`config.mk`:
```
export PLATFORM = sky130hd
export DESIGN_NAME = plain_broadcast_packer
export DESIGN_NICKNAME = d
export VERILOG_FILES = /design/src/rtl/plain_broadcast_packer.sv
export SDC_FILE = /design/constraint.sdc
export NUM_CORES = 1
export LEC_CHECK = 0
export BUFFER_PORTS_ARGS = -buffer_cell sky130_fd_sc_hd__buf_2
export CORE_MARGIN = 3
export CORE_UTILIZATION = 45
export CTS_CLUSTER_DIAMETER = 120
export DETAILED_ROUTE_END_ITERATION = 10
export MAX_ROUTING_LAYER = met4
export PLACE_DENSITY = 0.78
export RECOVER_POWER = 100
export SKIP_CTS_REPAIR_TIMING = 1
export SLEW_MARGIN = 20
export SYNTH_ARGS = -nofsm -noshare
export SYNTH_HDL_FRONTEND = slang
export SYNTH_SLANG_ARGS = --single-unit
```
`constraint.sdc`:
```
create_clock -name i_clk -period 4.3 [get_ports i_clk]
set_input_delay 1.075 -clock i_clk [delete_from_list [all_inputs] [get_ports i_clk]]
set_output_delay 1.075 -clock i_clk [all_outputs]
set_load 0.01 [all_outputs]
```
`src/rtl/plain_broadcast_packer.sv`:
```
// Packs each captured alpha/beta broadcast into consecutive 32-bit hash-input RAM writes.
// Optional macro BROADCAST_OVF_DETECT_EN adds a sticky o_ovf flag for i_valid pulses that are dropped.
module plain_broadcast_packer #(
    parameter string PARAMETER_SET = "L5",
    parameter int    T             = (PARAMETER_SET == "L5") ? 4 : 3,
    parameter int    TAU           = 17,
    parameter int    N_WORDS       = 2 * T * TAU
) (
    input  logic                                       i_clk,
    input  logic                                       i_rst,
    input  logic                                       i_start,
    input  logic                                       i_valid,
    input  logic [32*T-1:0]                            i_alpha,
    input  logic [32*T-1:0]                            i_beta,
    output logic                                       o_wr_en,
    output logic [((N_WORDS > 1) ? $clog2(N_WORDS) : 1)-1:0] o_wr_addr,
    output logic [31:0]                                o_wr_data,
    output logic                                       o_busy,
    output logic                                       o_done
`ifdef BROADCAST_OVF_DETECT_EN
    ,
    output logic                                       o_ovf
`endif
);

    localparam int AW = (N_WORDS > 1) ? $clog2(N_WORDS) : 1;
    localparam int IW = (TAU > 1) ? $clog2(TAU) : 1;
    localparam int W  = 2 * T;
    localparam int JW = $clog2(W + 1);

    typedef enum logic [1:0] {
        S_WAIT_START,
        S_IDLE,
        S_WRITE,
        S_DONE
    } state_t;

    state_t             state;
    logic [IW-1:0]      iter;
    logic [JW-1:0]      j;
    logic [W-1:0][31:0] cap_q;
    logic [31:0]        cur_word;
    logic [AW-1:0]      cur_addr;

    // Word 0 goes out on the capture edge itself, so j here always points at words 1..2T-1.
    always_comb begin
        cur_word = '0;
        for (int unsigned k = 0; k < W; k++) begin
            if (j == JW'(k)) cur_word = cap_q[k];
        end
    end

    assign cur_addr = AW'(iter) * AW'(W) + AW'(j);

    always_ff @(posedge i_clk) begin
        if (i_rst) begin
            state     <= S_WAIT_START;
            iter      <= '0;
            j         <= '0;
            cap_q     <= '0;
            o_wr_en   <= 1'b0;
            o_wr_addr <= '0;
            o_wr_data <= '0;
            o_busy    <= 1'b0;
            o_done    <= 1'b0;
`ifdef BROADCAST_OVF_DETECT_EN
            o_ovf     <= 1'b0;
`endif
        end else if (i_start) begin
            state     <= S_IDLE;
            iter      <= '0;
            j         <= '0;
            o_wr_en   <= 1'b0;
            o_wr_addr <= '0;
            o_wr_data <= '0;
            o_busy    <= 1'b0;
            o_done    <= 1'b0;
`ifdef BROADCAST_OVF_DETECT_EN
            o_ovf     <= 1'b0;
`endif
        end else begin
            o_done <= 1'b0;
            case (state)
                S_WAIT_START: begin
`ifdef BROADCAST_OVF_DETECT_EN
                    if (i_valid) o_ovf <= 1'b1;
`endif
                end
                S_IDLE: begin
                    if (i_valid) begin
                        // Packed layout puts alpha lane k at word k and beta lane k at word T+k.
                        cap_q     <= {i_beta, i_alpha};
                        o_wr_en   <= 1'b1;
                        o_busy    <= 1'b1;
                        o_wr_addr <= AW'(iter) * AW'(W);
                        o_wr_data <= i_alpha[31:0];
                        j         <= JW'(1);
                        state     <= S_WRITE;
                    end
                end
                S_WRITE: begin
`ifdef BROADCAST_OVF_DETECT_EN
                    if (i_valid) o_ovf <= 1'b1;
`endif
                    if (j == JW'(W)) begin
                        o_wr_en   <= 1'b0;
                        o_busy    <= 1'b0;
                        o_wr_addr <= '0;
                        o_wr_data <= '0;
                        j         <= '0;
                        if (iter == IW'(TAU - 1)) begin
                            iter   <= '0;
                            o_done <= 1'b1;
                            state  <= S_DONE;
                        end else begin
                            iter  <= iter + 1'b1;
                            state <= S_IDLE;
                        end
                    end else begin
                        o_wr_addr <= cur_addr;
                        o_wr_data <= cur_word;
                        j         <= j + 1'b1;
                    end
                end
                S_DONE: begin
`ifdef BROADCAST_OVF_DETECT_EN
                    if (i_valid) o_ovf <= 1'b1;
`endif
                    state <= S_WAIT_START;
                end
                default: state <= S_WAIT_START;
            endcase
        end
    end

endmodule

```
Word-level counts from Yosys, hierarchy flattened
Index checks and enable logic that the tools add are counted.
{"block": "word_totals", "ramBits": 0, "mem_count": 0, "latch_bits": 0, "out_inout_bits": 43, "mem_bits_ro": 0, "inputBits": 260, "register_bits": 309}
{"block": "classes", "n_mux": 27, "reduce_logical": 12, "addsub": 3, "magnitude_cmp": 0, "eq_ne": 16, "n_bitwise": 3, "mul": 0, "div": 0, "shifts": 0}
{"operator": "32-bit two-way mux", "count": 10}
{"operator": "32-bit one-hot mux with 2 select lines", "count": 1}
{"operator": "4-bit by 3-bit == test with 1-bit output (second input constant)", "count": 4}
{"operator": "8-bit two-way mux", "count": 2}
{"operator": "8-bit one-hot mux with 2 select lines", "count": 1}
{"operator": "3-bit AND reduction", "count": 4}
{"operator": "8-bit by 4-bit adder with 8-bit output", "count": 1}
{"operator": "4-bit by 2-bit == test with 1-bit output (second input constant)", "count": 2}
{"operator": "4-bit two-way mux", "count": 2}
{"operator": "4-bit one-hot mux with 2 select lines", "count": 1}
{"operator": "2-bit two-way mux", "count": 3}
{"operator": "3-bit != test (second input constant)", "count": 2}
{"operator": "2-bit one-hot mux with 3 select lines", "count": 1}
{"operator": "5-bit by 1-bit adder with 5-bit output (second input constant)", "count": 1}
{"operator": "5-bit == test (second input constant)", "count": 1}
{"operator": "5-bit two-way mux", "count": 1}
{"operator": "4-bit by 1-bit adder with 4-bit output (second input constant)", "count": 1}
{"operator": "2-bit == test (second input constant)", "count": 2}
{"operator": "4-bit by 1-bit == test with 1-bit output (second input constant)", "count": 1}
{"operator": "4-bit == test (second input constant)", "count": 1}
{"operator": "4-bit zero test", "count": 1}
{"operator": "1-bit two-way mux", "count": 4}
{"operator": "2-bit != test (second input constant)", "count": 2}
{"operator": "2-bit AND reduction", "count": 2}
{"operator": "8 further kinds", "count": 10}

Longest topological paths before layout
{"block": "logic_depth", "word_depth": 11, "ltp_mapped": 9, "depth_no_buf": 6}

Least setup slack after synthesis
Ideal clock, no wire load.
{"block": "synth_path", "kind": "input to register", "startpoint": "input i_rst", "endpoint": "register o_wr_data[11]", "t_arrival_ns": 1.983, "path_slack_ns": 2.238, "required_time_ns": 4.221, "stages": 6, "cell_sequence": "clkbuf_1 or2_2 clkbuf_1 nor2_1 nand2_1 o211ai_1"}
{"block": "synth_between", "elab_chain_cells": 1}
{"element": "start: declaration", "line": "10", "rtl": "input logic i_rst,"}
{"element": "2-bit OR reduction (no line)"}
{"element": "end signal: assignment", "line": "96", "rtl": "o_wr_data <= i_alpha[31:0];"}
{"element": "end signal: assignment", "line": "121", "rtl": "o_wr_data <= cur_word;"}
{"element": "end: declaration", "line": "17", "rtl": "output logic [31:0] o_wr_data,"}
Every way passes these cells.
A chain may end at the register's enable or synchronous reset.

Worst setup path after layout
{"block": "layout_path", "startpoint": "register j[0]", "endpoint": "register o_wr_data[15]"}
{"block": "layout_between", "elab_chain_cells": 11, "elab_cells_between_ends": 19, "cone_classes": "eq/ne (8); mux (10); reduce/logical (1)"}
{"element": "start: declaration", "line": "40", "rtl": "logic [JW-1:0] j;"}
{"element": "start signal: assignment", "line": "122", "rtl": "j <= j + 1'b1;"}
{"element": "4-bit zero test", "line": "49", "rtl": "if (j == JW'(k)) cur_word = cap_q[k];"}
{"element": "32-bit two-way mux (8 in a row)", "line": "49"}
{"element": "32-bit two-way mux (*)", "line": "105", "rtl": "if (j == JW'(W)) begin"}
{"element": "32-bit one-hot mux with 2 select lines (*)", "line": "83", "rtl": "case (state)"}
Mark *: on every way between the ends. The rest lies on a longest branch, timed or not.

==> metrics.yaml <==
status:
  status: "complete, but fails checks"
  violations: "capacitance limit, slew limit"
setup_path:
  reg2regPathDepth: 6
  end_kind: "register"
  timing.rr.end: "o_wr_data[15]"
  arrival_ns: 3.97
  start_kind: "register"
  endpoint: "o_wr_data[15]"
  timing.rr.start: "j[0]"
  startpoint: "j[0]"
  crit_fanout: 43
  cp.required_ns: 4.77
  r2r_slack_ns: 0.80
  critPathKind: "register to register"
synthesis:
  syn-instance-count: 1845
  ys_seq_elements: 309
  synth_edf_count: 0
  syn-num-nets: 2113
  syn_avg_cell_area_sq_um: 7.64
  yosysWarnings: 0
  yosysSeqAreaShare_pct: 43.9
  synth-async-reset-ratio_pct: 0
  synth_flop_cell: "dfxtp_1"
  netlist-cell-type-count: 54
  netlist_area_sq_um: 14100
layout:
  fin_cells: 2461
  fin_area_sq_um: 16500
  regArea_sq_um: 6190
  drive_above_1_share_pct: 16.8
  multiInputGateArea_sq_um: 6920
  nNetsFinal: 2297
  final_util_pct: 53.6
  fillers: 2913
  area_delta_synth_final_pct: 16.9
drt:
  drc: 0
  ant_nets: 0
  drt_wl_total_mm: 48.9
  drt_iter0_drc: 1455
  via_per_inst: 5.77
  wl_per_cell_um: 19.9
  dr.pass1.iters: 6
  vias: 14200
sta:
  finClkSkew_ns: 0.0179
  hold_viol: 0
  max_freq_ghz: 0.286
  setup_viol: 0
  period_share_pct: 81.3
  max_slew_margin_pct: -41.6
  holdWs_ns: 0.453
  period_needed_ns: 3.50
  slew_violations: 246
  worst_pin_slew_ns: 2.12
  tns_ns: 0
  rsz0062_at_grt: "false"
power:
  vdd_drop_max_mv: 0.290
  p_leak_nw: 5.60
  p_per_area_nw_per_um2: 383
placed_design:
  place.gp.congestion: 0.883
  port_buffers: 302
  dpl_cell_area_sq_um: 15500
  placedCellCount: 2391
  dp.final_hpwl_mm: 34.1
floorplan:
  die_height_um: 183
  core_sq_um: 30700
  fp.dieArea_sq_um: 33500
  rows: 64
  pin_count: 303
  fp.dieW_um: 183
  initial_core_util_pct: 45.8
global_route:
  overflow: 0
  first_global_vias: 13200
  grt_max_degree: 258
  grt_use_total_pct: 28.6
  antenna_found_initial: 12
  grt_pass1_wl_mm: 73.5
clock_tree:
  worst_skew_pair.late_latency_ns: 0.57
  ctsHtreeMaxLevel: 1
  cts.path.max_buffers: 3
  cts_buffers: 31
  cts_tree: "yes"
  path_clk_slew_ns: 0.06
  cts_sinks: 309
  cts_root_buf: "clkbuf_16"
flow_run:
  max_cap_viol_count: 2
min_path:
  min_path_type: "register to register"
[routing by layer]
| layer | part of all wire (%) | GRT usage, % |
|---|---|---|
| met1 | 40 | 37.4 |
| met2 | 46 | 44.2 |
| met3 | 8.4 | 3.87 |
| met4 | 5.0 | 13.0 |
| met5 | 0 | - |
[synthesized netlist by cell type, types with 5 or more instances]
cell       instances  area (sq um)
nand2_1          608          2280
dfxtp_1          309          6190
a21oi_1          285          1430
o211ai_1          80           601
clkbuf_1          62           233
buf_2             59           295
nor2b_1           47           294
buf_4             44           330
o21ai_0           34           170
a221oi_1          32           280
nand3b_1          32           240
inv_1             30           113
a31oi_1           28           175
a211oi_1          26           195
o21ai_1           25           125
o31a_1            25           219
nor2_1            16          60.1
nand3_1           10          50.1
o2111ai_1         10          87.6
ha_1               8           100
nand2b_1           6          37.5
mux2_2             5          56.3
nand4_1            5          31.3
o31ai_1            5          37.5
o32a_1             5          50.1
xnor2_1            5          43.8
[power by group]
group	switching [mW]	internal [mW]	total (mW)
sequential	0.0473	2.93	2.98
clock	1.14	1.74	2.89
combinational	0.271	0.174	0.445
total	1.46	4.85	6.31
[cells in the final DEF (no fill, tap or decap), drive strengths merged, types with 2 or more instances in the layout]
| cell | instances |
|---|---|
| dfxtp | 309 |
| clkinv | 4 |
| nand4 | 5 |
| o32ai | 2 |
| and3b | 3 |
| a22oi | 2 |
| ha | 8 |
| o31ai | 5 |
| a221oi | 32 |
| mux2 | 5 |
| nor3 | 4 |
| diode | 12 |
| a32oi | 2 |
| nor2b | 47 |
| o211ai | 80 |
| buf | 272 |
| nand3 | 10 |
| nand2b | 6 |
| a32o | 3 |
| bufinv | 5 |
| o32a | 5 |
| nand2 | 609 |
| o31a | 25 |
| and2 | 2 |
| o21ai | 59 |
| nor2 | 19 |
| inv | 31 |
| a211oi | 26 |
| a31oi | 28 |
| o2111ai | 10 |
| and3 | 2 |
| clkbuf | 98 |
| a21oi | 286 |
| nand3b | 32 |
| xnor2 | 5 |
[worst max-delay path: stages, from the launching register on]
cell and delay (ns):
dfxtp_1 0.50, inv_1 0.15, ha_1 0.72, and3b_1 0.54, nor2_4 0.94, o2111ai_1 0.28
o211ai_1 0.26
[worst min-delay path by stage]
stage	to	startpoint	cells past startpoint	slack (ns)
final	cap_q[69]	cap_q[69]	2	0.45
after global routing	cap_q[66]	cap_q[66]	2	0.47
after CTS	cap_q[153]	cap_q[153]	2	0.46
after detailed placement	cap_q[126]	cap_q[126]	2	0.45
after global placement	cap_q[19]	cap_q[19]	2	0.44
after floorplan	cap_q[66]	cap_q[66]	2	0.43
[kinds of logic after synthesis]
kind of cell | Yosys count | synth area share, %
compound gates | 572 | 24.9
xor+xnor | 6 | 0.373
flops | 309 | 43.9
simple gates | 743 | 22.4
mux | 5 | 0.400
buf+inv | 202 | 7.29
fa+ha+maj | 8 | 0.710
[per-stage QoR]
step	total power, mW	setup WS (ns)
2_1_floorplan	3.27	2.24
3_5_place_dp	3.48	1.39
5_1_grt	6.49	0.606
3_3_place_gp	3.47	1.47
4_1_cts	6.33	1.46
6_report	6.31	0.805
[flip-flops by register name, summed over array words and instances (netlist names)]
register,cells
j,4
o_wr_addr,8
iter,5
o_done,1
cap_q,256
o_wr_data,32
o_busy,1
state,2
[area by class of cell]
class	instances	share of cell area, %
diodes	12	0.182
clock buffers	47	5.50
clock inverters	10	1.09
inverters	30	0.683
multi-input cells	1334	42.0
flip-flops and latches	309	37.5
well taps	396	3.01
repair buffers	323	10.0
(Power assumes the default switching activity.)
